$ cat src/rtl/pong_uart_pkg.sv
// Shared constants for the pong UART key link: key codes, UART FSM states, default line rate.
// The game-side decoder imports the same package so both ends agree on the byte values.
package pong_uart_pkg;

    localparam logic [7:0] KEY_UP1 = 8'h77;
    localparam logic [7:0] KEY_DN1 = 8'h73;
    localparam logic [7:0] KEY_UP2 = 8'h70;
    localparam logic [7:0] KEY_DN2 = 8'h6C;

    localparam int unsigned DEFAULT_BAUD = 9600;
    localparam int unsigned N_KEYS       = 4;

    typedef enum logic [1:0] {
        IDLE  = 2'd0,
        START = 2'd1,
        DATA  = 2'd2,
        STOP  = 2'd3
    } uart_state_e;

    // Button index to key byte: [0] up1, [1] down1, [2] up2, [3] down2.
    function automatic logic [7:0] key_code(input logic [1:0] idx);
        logic [7:0] code;
        case (idx)
            2'd0:    code = KEY_UP1;
            2'd1:    code = KEY_DN1;
            2'd2:    code = KEY_UP2;
            default: code = KEY_DN2;
        endcase
        return code;
    endfunction

endpackage

$ cat src/rtl/key_tx_fifo.sv
// Small synchronous byte queue between the key arbiter and the UART transmitter.
// Push while full is taken only when a pop happens on the same edge; full/empty are registered.
module key_tx_fifo #(
    parameter int unsigned DEPTH = 4,
    parameter int unsigned WIDTH = 8
) (
    input  logic             clk,
    input  logic             reset,
    input  logic             push,
    input  logic             pop,
    input  logic [WIDTH-1:0] din,
    output logic [WIDTH-1:0] dout,
    output logic             full,
    output logic             empty
);

    localparam int unsigned PTR_W = $clog2(DEPTH);
    localparam int unsigned CNT_W = PTR_W + 1;

    logic [WIDTH-1:0] r_mem [DEPTH];
    logic [PTR_W-1:0] r_wr_ptr;
    logic [PTR_W-1:0] r_rd_ptr;
    logic [CNT_W-1:0] r_count;
    logic [CNT_W-1:0] w_count_nxt;
    logic             w_do_push;
    logic             w_do_pop;

    assign w_do_pop  = pop && !empty;
    assign w_do_push = push && (!full || w_do_pop);
    assign dout      = r_mem[r_rd_ptr];

    always_comb begin
        w_count_nxt = r_count;
        case ({w_do_push, w_do_pop})
            2'b10:   w_count_nxt = r_count + CNT_W'(1);
            2'b01:   w_count_nxt = r_count - CNT_W'(1);
            default: w_count_nxt = r_count;
        endcase
    end

    // Storage carries no reset; only the pointers and count define what is valid.
    always_ff @(posedge clk) begin
        if (w_do_push) begin
            r_mem[r_wr_ptr] <= din;
        end
    end

    // Pointers wrap naturally modulo DEPTH (power of two).
    always_ff @(posedge clk) begin
        if (!reset) begin
            r_wr_ptr <= '0;
            r_rd_ptr <= '0;
            r_count  <= '0;
            full     <= 1'b0;
            empty    <= 1'b1;
        end else begin
            if (w_do_push) begin
                r_wr_ptr <= r_wr_ptr + PTR_W'(1);
            end
            if (w_do_pop) begin
                r_rd_ptr <= r_rd_ptr + PTR_W'(1);
            end
            r_count <= w_count_nxt;
            full    <= (w_count_nxt == CNT_W'(DEPTH));
            empty   <= (w_count_nxt == CNT_W'(0));
        end
    end

endmodule

$ cat src/rtl/pong_key_tx.sv
// Controller end of the pong key link: turns button presses and holds into key bytes
// and sends them as UART 8N1 frames on tx.
module pong_key_tx
    import pong_uart_pkg::*;
#(
    parameter int unsigned CLK_HZ        = 100_000_000,
    parameter int unsigned BAUD          = DEFAULT_BAUD,
    parameter int unsigned REPEAT_CYCLES = 5_000_000,
    parameter int unsigned FIFO_DEPTH    = 4
) (
    input  logic       clk,
    input  logic       reset,
    input  logic [3:0] btn,
    output logic       tx,
    output logic       busy,
    output logic       fifo_full,
    output logic       dropped
);

    localparam int unsigned DIV       = CLK_HZ / BAUD;
    localparam int unsigned BIT_CNT_W = $clog2(DIV);
    localparam int unsigned RPT_W     = $clog2(REPEAT_CYCLES);

    logic [N_KEYS-1:0] r_btn_prev;
    logic [N_KEYS-1:0] r_pend;
    logic [RPT_W-1:0]  r_rpt_cnt [N_KEYS];
    logic [N_KEYS-1:0] w_press;
    logic [N_KEYS-1:0] w_wrap;
    logic [N_KEYS-1:0] w_grant;
    logic [1:0]        w_win_idx;
    logic              w_req;
    logic [7:0]        w_code;
    logic              w_pop;
    logic              w_drop;
    logic [7:0]        w_fifo_dout;
    logic              w_fifo_empty;

    uart_state_e          r_state;
    logic [BIT_CNT_W-1:0] r_bit_cnt;
    logic [2:0]           r_bit_idx;
    logic [7:0]           r_shreg;
    logic                 w_bit_end;

    // Press and hold-repeat detection per button.
    always_comb begin
        for (int i = 0; i < int'(N_KEYS); i++) begin
            w_press[i] = btn[i] && !r_btn_prev[i];
            w_wrap[i]  = btn[i] && r_btn_prev[i] &&
                         (r_rpt_cnt[i] == RPT_W'(REPEAT_CYCLES - 1));
        end
    end

    // Lowest pending index wins the single enqueue slot of this cycle.
    always_comb begin
        w_win_idx = 2'd0;
        for (int i = int'(N_KEYS) - 1; i >= 0; i--) begin
            if (r_pend[i]) begin
                w_win_idx = 2'(i);
            end
        end
    end

    assign w_req   = |r_pend;
    assign w_grant = w_req ? (4'b0001 << w_win_idx) : 4'b0000;
    assign w_code  = key_code(w_win_idx);
    assign w_pop   = (r_state == IDLE) && !w_fifo_empty;
    assign w_drop  = w_req && fifo_full && !w_pop;

    // The granted pend bit clears whether or not the queue accepts it; a new event re-arms it.
    always_ff @(posedge clk) begin
        if (!reset) begin
            r_btn_prev <= '0;
            r_pend     <= '0;
            for (int i = 0; i < int'(N_KEYS); i++) begin
                r_rpt_cnt[i] <= '0;
            end
        end else begin
            r_btn_prev <= btn;
            r_pend     <= (r_pend & ~w_grant) | w_press | w_wrap;
            for (int i = 0; i < int'(N_KEYS); i++) begin
                if (!btn[i] || w_press[i] || w_wrap[i]) begin
                    r_rpt_cnt[i] <= '0;
                end else begin
                    r_rpt_cnt[i] <= r_rpt_cnt[i] + RPT_W'(1);
                end
            end
        end
    end

    always_ff @(posedge clk) begin
        if (!reset) begin
            dropped <= 1'b0;
        end else begin
            dropped <= w_drop;
        end
    end

    key_tx_fifo #(
        .DEPTH (FIFO_DEPTH),
        .WIDTH (8)
    ) u_fifo (
        .clk   (clk),
        .reset (reset),
        .push  (w_req),
        .pop   (w_pop),
        .din   (w_code),
        .dout  (w_fifo_dout),
        .full  (fifo_full),
        .empty (w_fifo_empty)
    );

    assign w_bit_end = (r_bit_cnt == BIT_CNT_W'(DIV - 1));

    // Transmit FSM; tx is registered with the value for the state being entered.
    always_ff @(posedge clk) begin
        if (!reset) begin
            r_state   <= IDLE;
            r_bit_cnt <= '0;
            r_bit_idx <= '0;
            r_shreg   <= '0;
            tx        <= 1'b1;
            busy      <= 1'b0;
        end else begin
            case (r_state)
                IDLE: begin
                    tx <= 1'b1;
                    if (w_pop) begin
                        r_shreg   <= w_fifo_dout;
                        r_bit_cnt <= '0;
                        r_state   <= START;
                        tx        <= 1'b0;
                        busy      <= 1'b1;
                    end
                end
                START: begin
                    if (w_bit_end) begin
                        r_bit_cnt <= '0;
                        r_bit_idx <= '0;
                        tx        <= r_shreg[0];
                        r_state   <= DATA;
                    end else begin
                        r_bit_cnt <= r_bit_cnt + BIT_CNT_W'(1);
                    end
                end
                DATA: begin
                    if (w_bit_end) begin
                        r_bit_cnt <= '0;
                        if (r_bit_idx == 3'd7) begin
                            tx      <= 1'b1;
                            r_state <= STOP;
                        end else begin
                            r_bit_idx <= r_bit_idx + 3'd1;
                            tx        <= r_shreg[r_bit_idx + 3'd1];
                        end
                    end else begin
                        r_bit_cnt <= r_bit_cnt + BIT_CNT_W'(1);
                    end
                end
                STOP: begin
                    if (w_bit_end) begin
                        r_bit_cnt <= '0;
                        tx        <= 1'b1;
                        busy      <= 1'b0;
                        r_state   <= IDLE;
                    end else begin
                        r_bit_cnt <= r_bit_cnt + BIT_CNT_W'(1);
                    end
                end
                default: begin
                    r_state <= IDLE;
                    tx      <= 1'b1;
                    busy    <= 1'b0;
                end
            endcase
        end
    end

endmodule

$ cat config.mk
export PLATFORM = sky130hd
export DESIGN_NAME = pong_key_tx
export DESIGN_NICKNAME = d
export VERILOG_FILES = /design/src/rtl/pong_uart_pkg.sv /design/src/rtl/key_tx_fifo.sv /design/src/rtl/pong_key_tx.sv
export SDC_FILE = /design/constraint.sdc
export NUM_CORES = 1
export LEC_CHECK = 0
export CORE_MARGIN = 2
export CORE_UTILIZATION = 50
export DETAILED_ROUTE_END_ITERATION = 12
export HOLD_SLACK_MARGIN = 0.08
export MAX_ROUTING_LAYER = met4
export PLACE_DENSITY = 0.64
export SLEW_MARGIN = 20
export SYNTH_ARGS = -nofsm -noshare
export SYNTH_HDL_FRONTEND = slang
export SYNTH_SLANG_ARGS = --single-unit
$ cat constraint.sdc
create_clock -name clk -period 5.7 [get_ports clk]
set_input_delay 1.14 -clock clk [delete_from_list [all_inputs] [get_ports clk]]
set_output_delay 1.14 -clock clk [all_outputs]
set_load 0.05 [all_outputs]
Yosys cells after proc, flatten, opt, wreduce, memory -nomap -nowiden
Memory sizes are Yosys's and may differ from the RTL's. A register that Yosys moved wholly into a read port is not among the register bits.
Cells that the tools add are included.
Widths: inputs -> output; s select.

word-level totals
  memory bits (writable) = 112
  latch bits = 0
  memories kept = 2
  word-level logic and storage cells = 176
  register bits = 47
  output and inout bits = 4
  bits in read-only memories = 0
  input port bits = 6

cells by class
  multiply operators = 0
  multiplexer cells = 66
  bitwise operators = 12
  reduce and logical (&&, ||, !) cells = 50
  equality and inequality tests = 20
  divide/modulo/power cells = 0
  shift-type cells = 1
  magnitude comparators = 1
  add/subtract/negate cells = 10

memories
  memory        words  bits a word  read ports  clocked after memory_dff  wr ports  line               RTL
  r_rpt_cnt     4      23           4           0                         4         pong_key_tx.sv:26  logic [RPT_W-1:0] r_rpt_cnt [N_KEYS];
  u_fifo.r_mem  4      5            1           1                         1         key_tx_fifo.sv:20  logic [WIDTH-1:0] r_mem [DEPTH];

operator list
  kind                   number
  $mux 23                8
  $add 23x1->23 const B  4
  $eq 23x23->1 const B   4
  $mux 1                 35
  $mux 14                2
  $pmux 14 s2            1
  $mux 2                 9
  $logic_and 1x1->1      17
  $pmux 5 s3             1
  $add 14x1->14 const B  1
  $eq 14x14->1 const B   1
  $logic_not 1->1        12
  $pmux 3 s2             2
  $ne 2x2->1 const B     5
  $logic_or 1x1->1       9
  $mux 3                 3
  $eq 2x2->1 const B     4
  $or 1x1->1             8
  $or 4x4->4             2
  $pmux 2 s4             1
  $add 3x1->3 const B    2
  $eq 2x1->1 const B     3
  $eq 3x3->1 const B     2
  $reduce_and 3->1       2
  19 further kinds       22

Logic depth before layout (Yosys ltp)
Gate-level depths: netlist of the first run.

  depth in word-level cells = 10
  gate-level depth with buffers = 13
  gate-level depth less buffers = 11

Modules after synthesis
Synthesis of the first run repeated with hierarchy kept, for this count alone.

unflattened totals
  cells, all modules = 813
  area total of the unflattened synthesis = 8684.6 µm²

by module, submodules not included
  module       seq. area each (µm²)  instances  area each (µm²)  cells an instance
  pong_key_tx  3523.4                1          6972.9           713
  key_tx_fifo  1181.1                1          1711.6           100

Least setup slack after synthesis of the first run
OpenSTA, ideal clock, no wires.

  path type = reg2reg
  start = register r_state[0]
  end = register u_fifo.full
  setup time = 65 ps
  buffers on the path = 2
  path slack = 2732 ps
  cell stages (with the launch flop) = 14
  arrival = 2903 ps
  required time = 5635 ps
  clock period less this slack = 2968 ps
  path through = dfxtp_1 inv_1 ha_1 clkbuf_1 nand2b_1 clkbuf_1 a21oi_1 inv_1 ha_1 fa_1 xnor2_1 or3_1 a21boi_0 nor2b_1

on the way
  longest elaborated chain between the ends = 8
  elaborated cells between the ends (all ways) = 9
  those cells by class = eq/ne: 3; mux: 1; reduce/logical: 5

RTL lines
  what                                             line                RTL
  start, declared                                  pong_key_tx.sv:38   uart_state_e r_state;
  start signal, assigned                           pong_key_tx.sv:117  r_state <= IDLE;
  start signal, assigned                           pong_key_tx.sv:130  r_state <= START;
  start signal, assigned                           pong_key_tx.sv:140  r_state <= DATA;
  $logic_not 2->1 (*)                              pong_key_tx.sv:66   assign w_pop = (r_state == IDLE) && !w_fifo_empty;
  $logic_and 1x1->1 (*)                            pong_key_tx.sv:66
  $logic_and 1x1->1 (*)                            key_tx_fifo.sv:28   assign w_do_pop = pop && !empty;
  $logic_or 1x1->1                                 key_tx_fifo.sv:29   assign w_do_push = push && (!full || w_do_pop);
  $logic_and 1x1->1                                key_tx_fifo.sv:29
  $eq 2x1->1 / $eq 2x2->1 (equally long branches)  key_tx_fifo.sv:34   case ({w_do_push, w_do_pop})
  $pmux 3 s2 (*)                                   key_tx_fifo.sv:34
  $eq 3x3->1 (*)                                   key_tx_fifo.sv:64   full <= (w_count_nxt == CNT_W'(DEPTH));
  end signal, assigned                             key_tx_fifo.sv:64
  end, declared                                    key_tx_fifo.sv:13   output logic full,

Mark *: on every way between the ends. The rest lies on a longest branch, timed or not.
A chain may end at the register's enable or synchronous reset.

Worst setup path in the final report of the first run
Ends and elaborated chain as after synthesis.

==> results.yml, run 1 <==
timing:
  finalSetupViolCount: 0
  maxSlewViolCount: 0
  skew_ns: 0.00543
  rsz0062_at_grt: "no"
  finalSetupTns_ns: 0
  fmaxAchievable_mhz: 297
  maxSlewHeadroom_pct: 31.1
  fin_crit_ns: 3.36
  min_period_over_period_pct: 59.0
  worstMarginPinSlew_ns: 1.02
  worst_hold_slack_ns: 0.462
  hold_viol: 0
global_routing:
  grt_pass1_wl_microns: 23700
  grt_max_degree: 25
  antenna_found_initial: 0
  grt_overflow: 0
  grt_pass1_vias: 5193
  grt_usage_pct: 18.4
setup_path:
  critPathArrivalTime_ns: 3.72
  rr_startpoint: "r_state[0]$_SDFFE_PN0P_"
  cp-startpoint: "r_state[0]$_SDFFE_PN0P_"
  cp-end-kind: "register"
  path_max_fanout: 10
  crit_type: "register to register"
  cp-start-kind: "register"
  worstPathRequired_ns: 6.06
route:
  vias_per_cell: 5.22
  ant_nets: 0
  vias: 5453
  drt-initial-drc-count: 359
  wl_per_cell_microns: 13.2
  drc_errors: 0
  first_pass_iters: 4
  finalWirelength_microns: 13800
clock_tree:
  cts_tree: "yes"
  postCtsSetupBuffers: 0
  holdBufCountCts: 0
  cts_buffers: 17
  clk_latency_ns: 0.42
  clkSinkCount: 152
  cts_root_buffer: "clkbuf_16"
  cts_resized: 0
  h-tree-depth: 4
  clock_path_buffers: 2
  clk_pin_slew_ns: 0.06
synthesis:
  synthMuxAreaShare_pct: 1.94
  synth_enable_flop_cells: 108
  synth_common_cells: "112 x nor2_1, 108 x edfxtp_1, 58 x xor2_1"
  synth_xor_xnor_area_share_pct: 9.88
  synth_most_common_cell: "nor2_1"
  synth_compound_area_share_pct: 5.92
  synth_seq_cells: 152
  synth_top_area_share_pct: 41.6
  synth_area_leaders: "edfxtp_1 42%, dfxtp_1 11%, xor2_1 6.5%"
  syn_inst: 743
  synthesis.area_sq_um: 7800
  yosysSeqAreaShare_pct: 52.9
  ys_warn_count: 0
  synth_cell_type_count: 55
  synth_top_family_by_area: "simple AND/OR/NAND/NOR gates"
  synthArstFlopShare_pct: 0
  synthSimpleGateAreaFrac_pct: 23.1
  syn_area_per_cell_sq_um: 10.5
  synth-adder-area-share_pct: 3.79
  ys.flop_type: "edfxtp_1"
  yosysTopAreaCell: "edfxtp_1"
flow_run:
  cap_violations: 0
power_and_ir_drop:
  power.leakage_nw: 3.23
  power_density_nw_per_um2: 333
  peakVddDrop_mv: 0.250
layout:
  layout-drive-gt1-share_pct: 4.91
  diodes: 0
  post-route-util_pct: 58.9
  area_growth_pct: 14.9
  nets: 872
  instances_no_fill: 1044
floorplan:
  core_area_sq_um: 15200
  io_pins: 10
  die_h_microns: 129
  start_util_pct: 51.3
  die_w_microns: 129
  die-area_sq_um: 16600
  rows: 45
status:
  status: "finished, final reports clean"
placement:
  dpl.cell_count: 1012
  port_buffers: 9
  routabilityCongestion: 0.801
  dp_hpwl_microns: 9790
worst_hold_path:
  hold_start: "r_shreg[3]$_SDFFE_PN0P_"
  hold_path_class: "register to register"
-- sequential cells by signal, summed over array words and instances (netlist names) --
signal           cells
u_fifo.r_count       3
r_bit_idx            3
r_shreg              5
u_fifo.r_rd_ptr      2
busy                 1
u_fifo.r_mem        16
u_fifo.empty         1
tx                   1
dropped              1
r_state              2
r_rpt_cnt           92
r_pend               4
r_bit_cnt           14
u_fifo.r_wr_ptr      2
r_btn_prev           4
u_fifo.full          1
-- layer usage --
layer  vias to the layer above  part of all wire, %  wire length [microns]  global-route usage (%)
met4                         0                  1.2                    161                    6.71
met2                        55                   47                   6540                    27.9
met5                         -                    0                      0                       -
met1                      2603                   48                   6620                    23.8
li1                       2783                    -                      -                       -
met3                        12                  3.4                    469                    4.86
-- logic make-up after synthesis --
kind of cell             Yosys count
XOR/XNOR                          88
other                              1
multiplexers                      10
adder cells (fa/ha/maj)           23
flip-flops                       152
buffers and inverters             47
AO/OA/AOI/OAI                     71
AND/OR/NAND/NOR                  351
-- worst paths after layout --
| kind | depth (start not counted) | end | slack [ns] |
|---|---|---|---|
| hold reg to reg | 2 | r_shreg[3]$_SDFFE_PN0P_ | 0.46 |
| hold / removal | 2 | r_shreg[3]$_SDFFE_PN0P_ | 0.46 |
| setup / recovery | 11 | u_fifo.full$_SDFF_PN0_ | 2.34 |
| setup reg to reg | 11 | u_fifo.full$_SDFF_PN0_ | 2.34 |
-- cells in the final DEF (no fill, tap or decap), types with 11 or more instances in the layout --
cell         n
conb_1      92
ha_1        22
inv_1       26
and2_1      17
a21oi_1     15
nand4_1     30
nor3_1      12
nor2_1     112
nand2_1     53
nand3_1     42
and3_1      21
clkbuf_16   19
o21ai_0     18
xnor2_1     30
xor2_1      58
dfxtp_1     44
edfxtp_1   108
nor2b_1     11
-- worst max-delay path, cell delays in order, from the launching register on --
cell and delay (ns):
dfxtp_1 0.34, inv_1 0.12, ha_1 0.37, nand2b_1 0.29, a21oi_1 0.58, inv_1 0.10
ha_1 0.24, fa_1 0.39, xnor2_1 0.14, or3_1 0.30, a21boi_0 0.26, nor2b_1 0.17
-- final cells by class --
cell class	instances	area, sq um
tap	188	235
clock buffer	24	504
sequential	152	4120
clock inverter	8	67.6
multi-input combinational	635	3830
inverter	26	97.6
fill	1272	6240
timing repair buffer	11	105
-- per-stage QoR --
stage	setup slack [ns]	power, mW	area [sq um]
final	2.34	2.99	8960
after global routing	1.97	3.14	8960
after CTS	2.30	3.01	8960
after detailed placement	2.03	1.92	8390
after global placement	2.16	1.90	8390
after floorplan	2.73	1.80	8140
-- report_power, final --
group	leakage, nW	switching (mW)	internal (mW)
combinational	1.49	0.303	0.218
sequential	1.45	0.0876	1.30
clock	0.284	0.421	0.660
No activity file was read; power rests on OpenSTA's default activity.
==> inputs of run 2 (changes only) <==
clock period = 3.26 ns   (was 5.7 ns; I/O delays follow)
==> results.yml, run 2 (synthesis results as in run 1) <==
timing:
  fmaxAchievable_mhz: 338
  skew_ns: 0.00595
  maxSlewViolCount: 0
  fin_crit_ns: 2.96
  worstMarginPinSlew_ns: 0.960
  finalSetupTns_ns: 0
  rsz0062_at_grt: "no"
  finalSetupViolCount: 0
  worst_hold_slack_ns: 0.468
  maxSlewHeadroom_pct: 35.5
  min_period_over_period_pct: 90.8
  hold_viol: 0
global_routing:
  antenna_found_initial: 0
  grt_pass1_vias: 5149
  grt_max_degree: 40
  grt_pass1_wl_microns: 23800
  grt_usage_pct: 18.6
  grt_overflow: 0
clock_tree:
  clk_latency_ns: 0.43
  holdBufCountCts: 0
  h-tree-depth: 4
  clock_path_buffers: 2
  cts_tree: "yes"
  cts_buffers: 17
  clk_pin_slew_ns: 0.06
  cts_resized: 0
  cts_root_buffer: "clkbuf_16"
  clkSinkCount: 152
  postCtsSetupBuffers: 0
layout:
  layout_commonest_cell: "nor2_1"
  nets: 879
  layout-drive-gt1-share_pct: 6.14
  largest_reg_flops: 92
  area_growth_pct: 16.0
  top_regs: "r_rpt_cnt: 92 flops, u_fifo.r_mem: 16 flops, r_bit_cnt: 14 flops"
  nFillCells: 1313
  diodes: 0
  layout_common_cells: "112 x nor2_1, 108 x edfxtp_1, 92 x conb_1"
  max_flop_register: "r_rpt_cnt"
route:
  drc_errors: 0
  first_pass_iters: 5
  ant_nets: 0
  wl_per_cell_microns: 13.1
  vias: 5449
  finalWirelength_microns: 13800
  vias_per_cell: 5.18
  drt-initial-drc-count: 394
setup_path:
  r2r_slack_ns: 0.30
  crit_type: "register to register"
  cp-startpoint: "r_state[0]$_SDFFE_PN0P_"
  slowest_stage: "fa_1"
  critPathBufInv: 2
  path_delay_family: "adder cells"
  crit_cells: 11
  path_max_fanout: 10
  cpPeakStageDelay_ns: 0.38
  cp-end-kind: "register"
  critPathArrivalTime_ns: 3.32
  rr_startpoint: "r_state[0]$_SDFFE_PN0P_"
  cp-start-kind: "register"
  worstPathRequired_ns: 3.62
  worst_r2r_path_depth: 11
  cp_cell_sequence: "inv_1 > ha_1 > nand2b_2 > a21oi_1 > inv_1 > ha_1 > fa_1 > xnor2_1 > or3_1 > a21boi_0 > nor2b_1"
flow_run:
  cap_violations: 0
floorplan:
  io_pins: 10
  die_w_microns: 129
  rows: 45
  die-area_sq_um: 16600
  core_area_sq_um: 15200
  start_util_pct: 51.3
  die_h_microns: 129
worst_hold_path:
  hold_path_class: "register to register"
  hold_start: "r_bit_cnt[13]$_SDFFE_PN0N_"
  hold_depth: 1
status:
  status: "finished, final reports clean"
placement:
  routabilityCongestion: 0.822
  dp_hpwl_microns: 9630
  port_buffers: 9
power_and_ir_drop:
  power_density_nw_per_um2: 591
  peakVddDrop_mv: 0.572
  power.leakage_nw: 3.26
## run 2: worst reg2reg max path: stages, from the launching register on
cell and delay [ns]:
dfxtp_1 0.33, inv_1 0.14, ha_1 0.37, nand2b_2 0.20, a21oi_1 0.26, inv_1 0.07
ha_1 0.22, fa_1 0.38, xnor2_1 0.14, or3_1 0.30, a21boi_0 0.30, nor2b_1 0.18
## run 2: path summary, 6_finish.rpt
kind,endpoint
max,u_fifo.full$_SDFF_PN0_
min,r_bit_cnt[13]$_SDFFE_PN0N_
max reg2reg,u_fifo.full$_SDFF_PN0_
min reg2reg,r_bit_cnt[13]$_SDFFE_PN0N_
## run 2: per-layer routing
metal,vias up,GRT usage [%],wire length (microns)
met5,-,-,0
met4,0,6.14,192
met3,16,5.07,507
met2,61,29.2,6600
met1,2590,23.3,6510
li1,2782,-,-
## run 2: stage by stage
step                      cell area (sq um)  power (mW)  util (%)  std cells  setup WS [ns]
after global routing                   9050        5.60      59.5       1051         0.0170
final                                  9050        5.34      59.5       1051          0.301
after detailed placement               8440        3.37      55.5       1019          0.255
after floorplan                        8140        3.15         -        834          0.292
after global placement                 8440        3.33      55.5       1019          0.458
after CTS                              9040        5.40      59.5       1051          0.218
## run 2: area by class of cell
cell class	count	area [sq um]	area share (%)
repair buffers	18	158	1.74
flip-flops and latches	152	4120	45.6
clock inverters	15	176	1.95
inverters	26	97.6	1.08
multi-input cells	635	3830	42.3
well taps	188	235	2.60
clock buffers	17	425	4.70
## run 2: where the power goes
part,internal [mW],total [mW],leakage [nW],switching [mW]
clock,1.20,2.00,0.280,0.800
sequential,2.26,2.42,1.45,0.153
combinational,0.390,0.922,1.52,0.532
==> inputs of run 3 (changes only) <==
CORE_UTILIZATION = 45   (was 50)
PLACE_DENSITY = 0.63   (was 0.64)
==> results.yml, run 3 (synthesis results as in run 1) <==
clock_tree:
  cts_resized: 0
  cts_tree: "yes"
  clk_latency_ns: 0.42
  postCtsSetupBuffers: 0
  clock_path_buffers: 2
  clk_pin_slew_ns: 0.06
  cts_root_buffer: "clkbuf_16"
  cts_buffers: 17
  holdBufCountCts: 0
  clkSinkCount: 152
  h-tree-depth: 4
setup_path:
  path_delay_family: "adder cells"
  worstPathRequired_ns: 3.61
  cp-end-kind: "register"
  crit_type: "register to register"
  cpPeakStageDelay_ns: 0.38
  cp_cell_sequence: "inv_1 > ha_1 > nand2b_1 > a21oi_1 > inv_1 > ha_1 > fa_1 > xnor2_1 > or3_1 > a21boi_0 > nor2b_1"
  timing.rr.end: "u_fifo.full$_SDFF_PN0_"
  cp-startpoint: "r_state[0]$_SDFFE_PN0P_"
  worst_r2r_path_depth: 11
  critPathArrivalTime_ns: 3.29
  r2r_slack_ns: 0.32
  cp-start-kind: "register"
  path_max_fanout: 10
  slowest_stage: "fa_1"
  critPathBufInv: 2
  rr_startpoint: "r_state[0]$_SDFFE_PN0P_"
timing:
  skew_ns: 0.0104
  rsz0062_at_grt: "no"
  hold_viol: 0
  maxSlewViolCount: 0
  min_period_over_period_pct: 90.1
  fin_crit_ns: 2.94
  finalSetupTns_ns: 0
  worstMarginPinSlew_ns: 0.925
  fmaxAchievable_mhz: 340
  finalSetupViolCount: 0
  maxSlewHeadroom_pct: 37.9
flow_run:
  cap_violations: 0
layout:
  layout_commonest_cell: "nor2_1"
  largest_reg_flops: 92
  area_growth_pct: 15.9
  nFillCells: 1558
  diodes: 0
  post-route-util_pct: 52.8
  ff_latch_area_sq_um: 4120
  nets: 879
  instances_no_fill: 1088
  top_regs: "r_rpt_cnt: 92 flops, u_fifo.r_mem: 16 flops, r_bit_cnt: 14 flops"
  layout-drive-gt1-share_pct: 5.10
  max_flop_register: "r_rpt_cnt"
  multi_input_area_sq_um: 3830
  layout_common_cells: "112 x nor2_1, 108 x edfxtp_1, 92 x conb_1"
worst_hold_path:
  hold_depth: 2
  whs_endpoint: "r_shreg[3]$_SDFFE_PN0P_"
  hold_path_class: "register to register"
  hold_start: "r_shreg[3]$_SDFFE_PN0P_"
floorplan:
  die-area_sq_um: 18400
  die_w_microns: 136
  io_pins: 10
  rows: 48
  die_h_microns: 136
  core_area_sq_um: 17100
  start_util_pct: 45.6
power_and_ir_drop:
  power.leakage_nw: 3.25
  peakVddDrop_mv: 0.424
  power_density_nw_per_um2: 572
global_routing:
  met2_usage_pct: 26.1
  grt_usage_pct: 16.2
  met3_usage_pct: 4.15
  grt_pass1_vias: 5272
  grt_pass1_wl_microns: 23300
  grt_overflow: 0
  use_met1_pct: 19.5
  antenna_found_initial: 0
  top_usage_layer: "met2"
  grt_max_degree: 40
placement:
  dpl.cell_count: 1056
  routabilityCongestion: 0.792
  dp_hpwl_microns: 9570
  port_buffers: 9
route:
  wl_per_cell_microns: 12.4
  first_pass_iters: 7
  vias: 5482
  drc_errors: 0
  finalWirelength_microns: 13500
  vias_per_cell: 5.04
  ant_nets: 0
  drt-initial-drc-count: 320
status:
  status: "finished, final reports clean"
==> run 3: changes by cell type in the layout (fill, tap and decap cells not counted) <==
cell        previous run  this run
clkinv_1               1         0
inv_6                  3         0
clkinv_2               2         1
clkinv_4               1         0
bufinv_16              3         0
clkbuf_8               0         3
nand2b_2               1         0
clkbuf_16             17        19
clkbuf_1               0         9
clkinvlp_4             5         0
nand2b_1               5         6
==> run 3: layout make-up <==
type,count,area share (%)
clock buffers,31,6.09
clock inverters,1,0.0553
inverters,26,1.08
multi-input cells,635,42.3
flip-flops and latches,152,45.6
well taps,225,3.11
repair buffers,18,1.74
==> run 3: worst reg2reg max path: stages (launching register included) <==
cell	delay, ns
dfxtp_1	0.34
inv_1	0.13
ha_1	0.35
nand2b_1	0.27
a21oi_1	0.25
inv_1	0.06
ha_1	0.21
fa_1	0.38
xnor2_1	0.14
or3_1	0.30
a21boi_0	0.29
nor2b_1	0.16
==> run 3: worst max path at each step <==
stage,end,slack (ns),cells past startpoint
2_1_floorplan,u_fifo.full$_SDFF_PN0_,0.29,13
5_1_grt,u_fifo.full$_SDFF_PN0_,0.14,11
3_3_place_gp,u_fifo.full$_SDFF_PN0_,0.47,11
4_1_cts,u_fifo.full$_SDFF_PN0_,0.29,11
3_5_place_dp,u_fifo.full$_SDFF_PN0_,0.31,11
6_report,u_fifo.full$_SDFF_PN0_,0.32,11
==> run 3: where the power goes <==
part	total [mW]	switching [mW]	internal (mW)
sequential	2.41	0.150	2.26
clock	1.85	0.720	1.13
combinational	0.907	0.521	0.386
==> run 3: stage by stage <==
| stage | area [sq um] | hold slack [ns] | setup slack (ns) | power, mW |
|---|---|---|---|---|
| finish | 9040 | 0.466 | 0.322 | 5.17 |
| global route | 9040 | 0.508 | 0.138 | 5.44 |
| CTS | 9040 | 0.474 | 0.292 | 5.22 |
| detailed placement | 8490 | 0.464 | 0.312 | 3.36 |
| global placement | 8490 | 0.454 | 0.466 | 3.33 |
| floorplan | 8140 | 0.433 | 0.292 | 3.15 |
==> run 3: metal layers <==
metal	wire length (microns)	part of all wire, %
met5	0	0
met4	223	1.7
met3	523	3.9
met2	6390	47
met1	6340	47
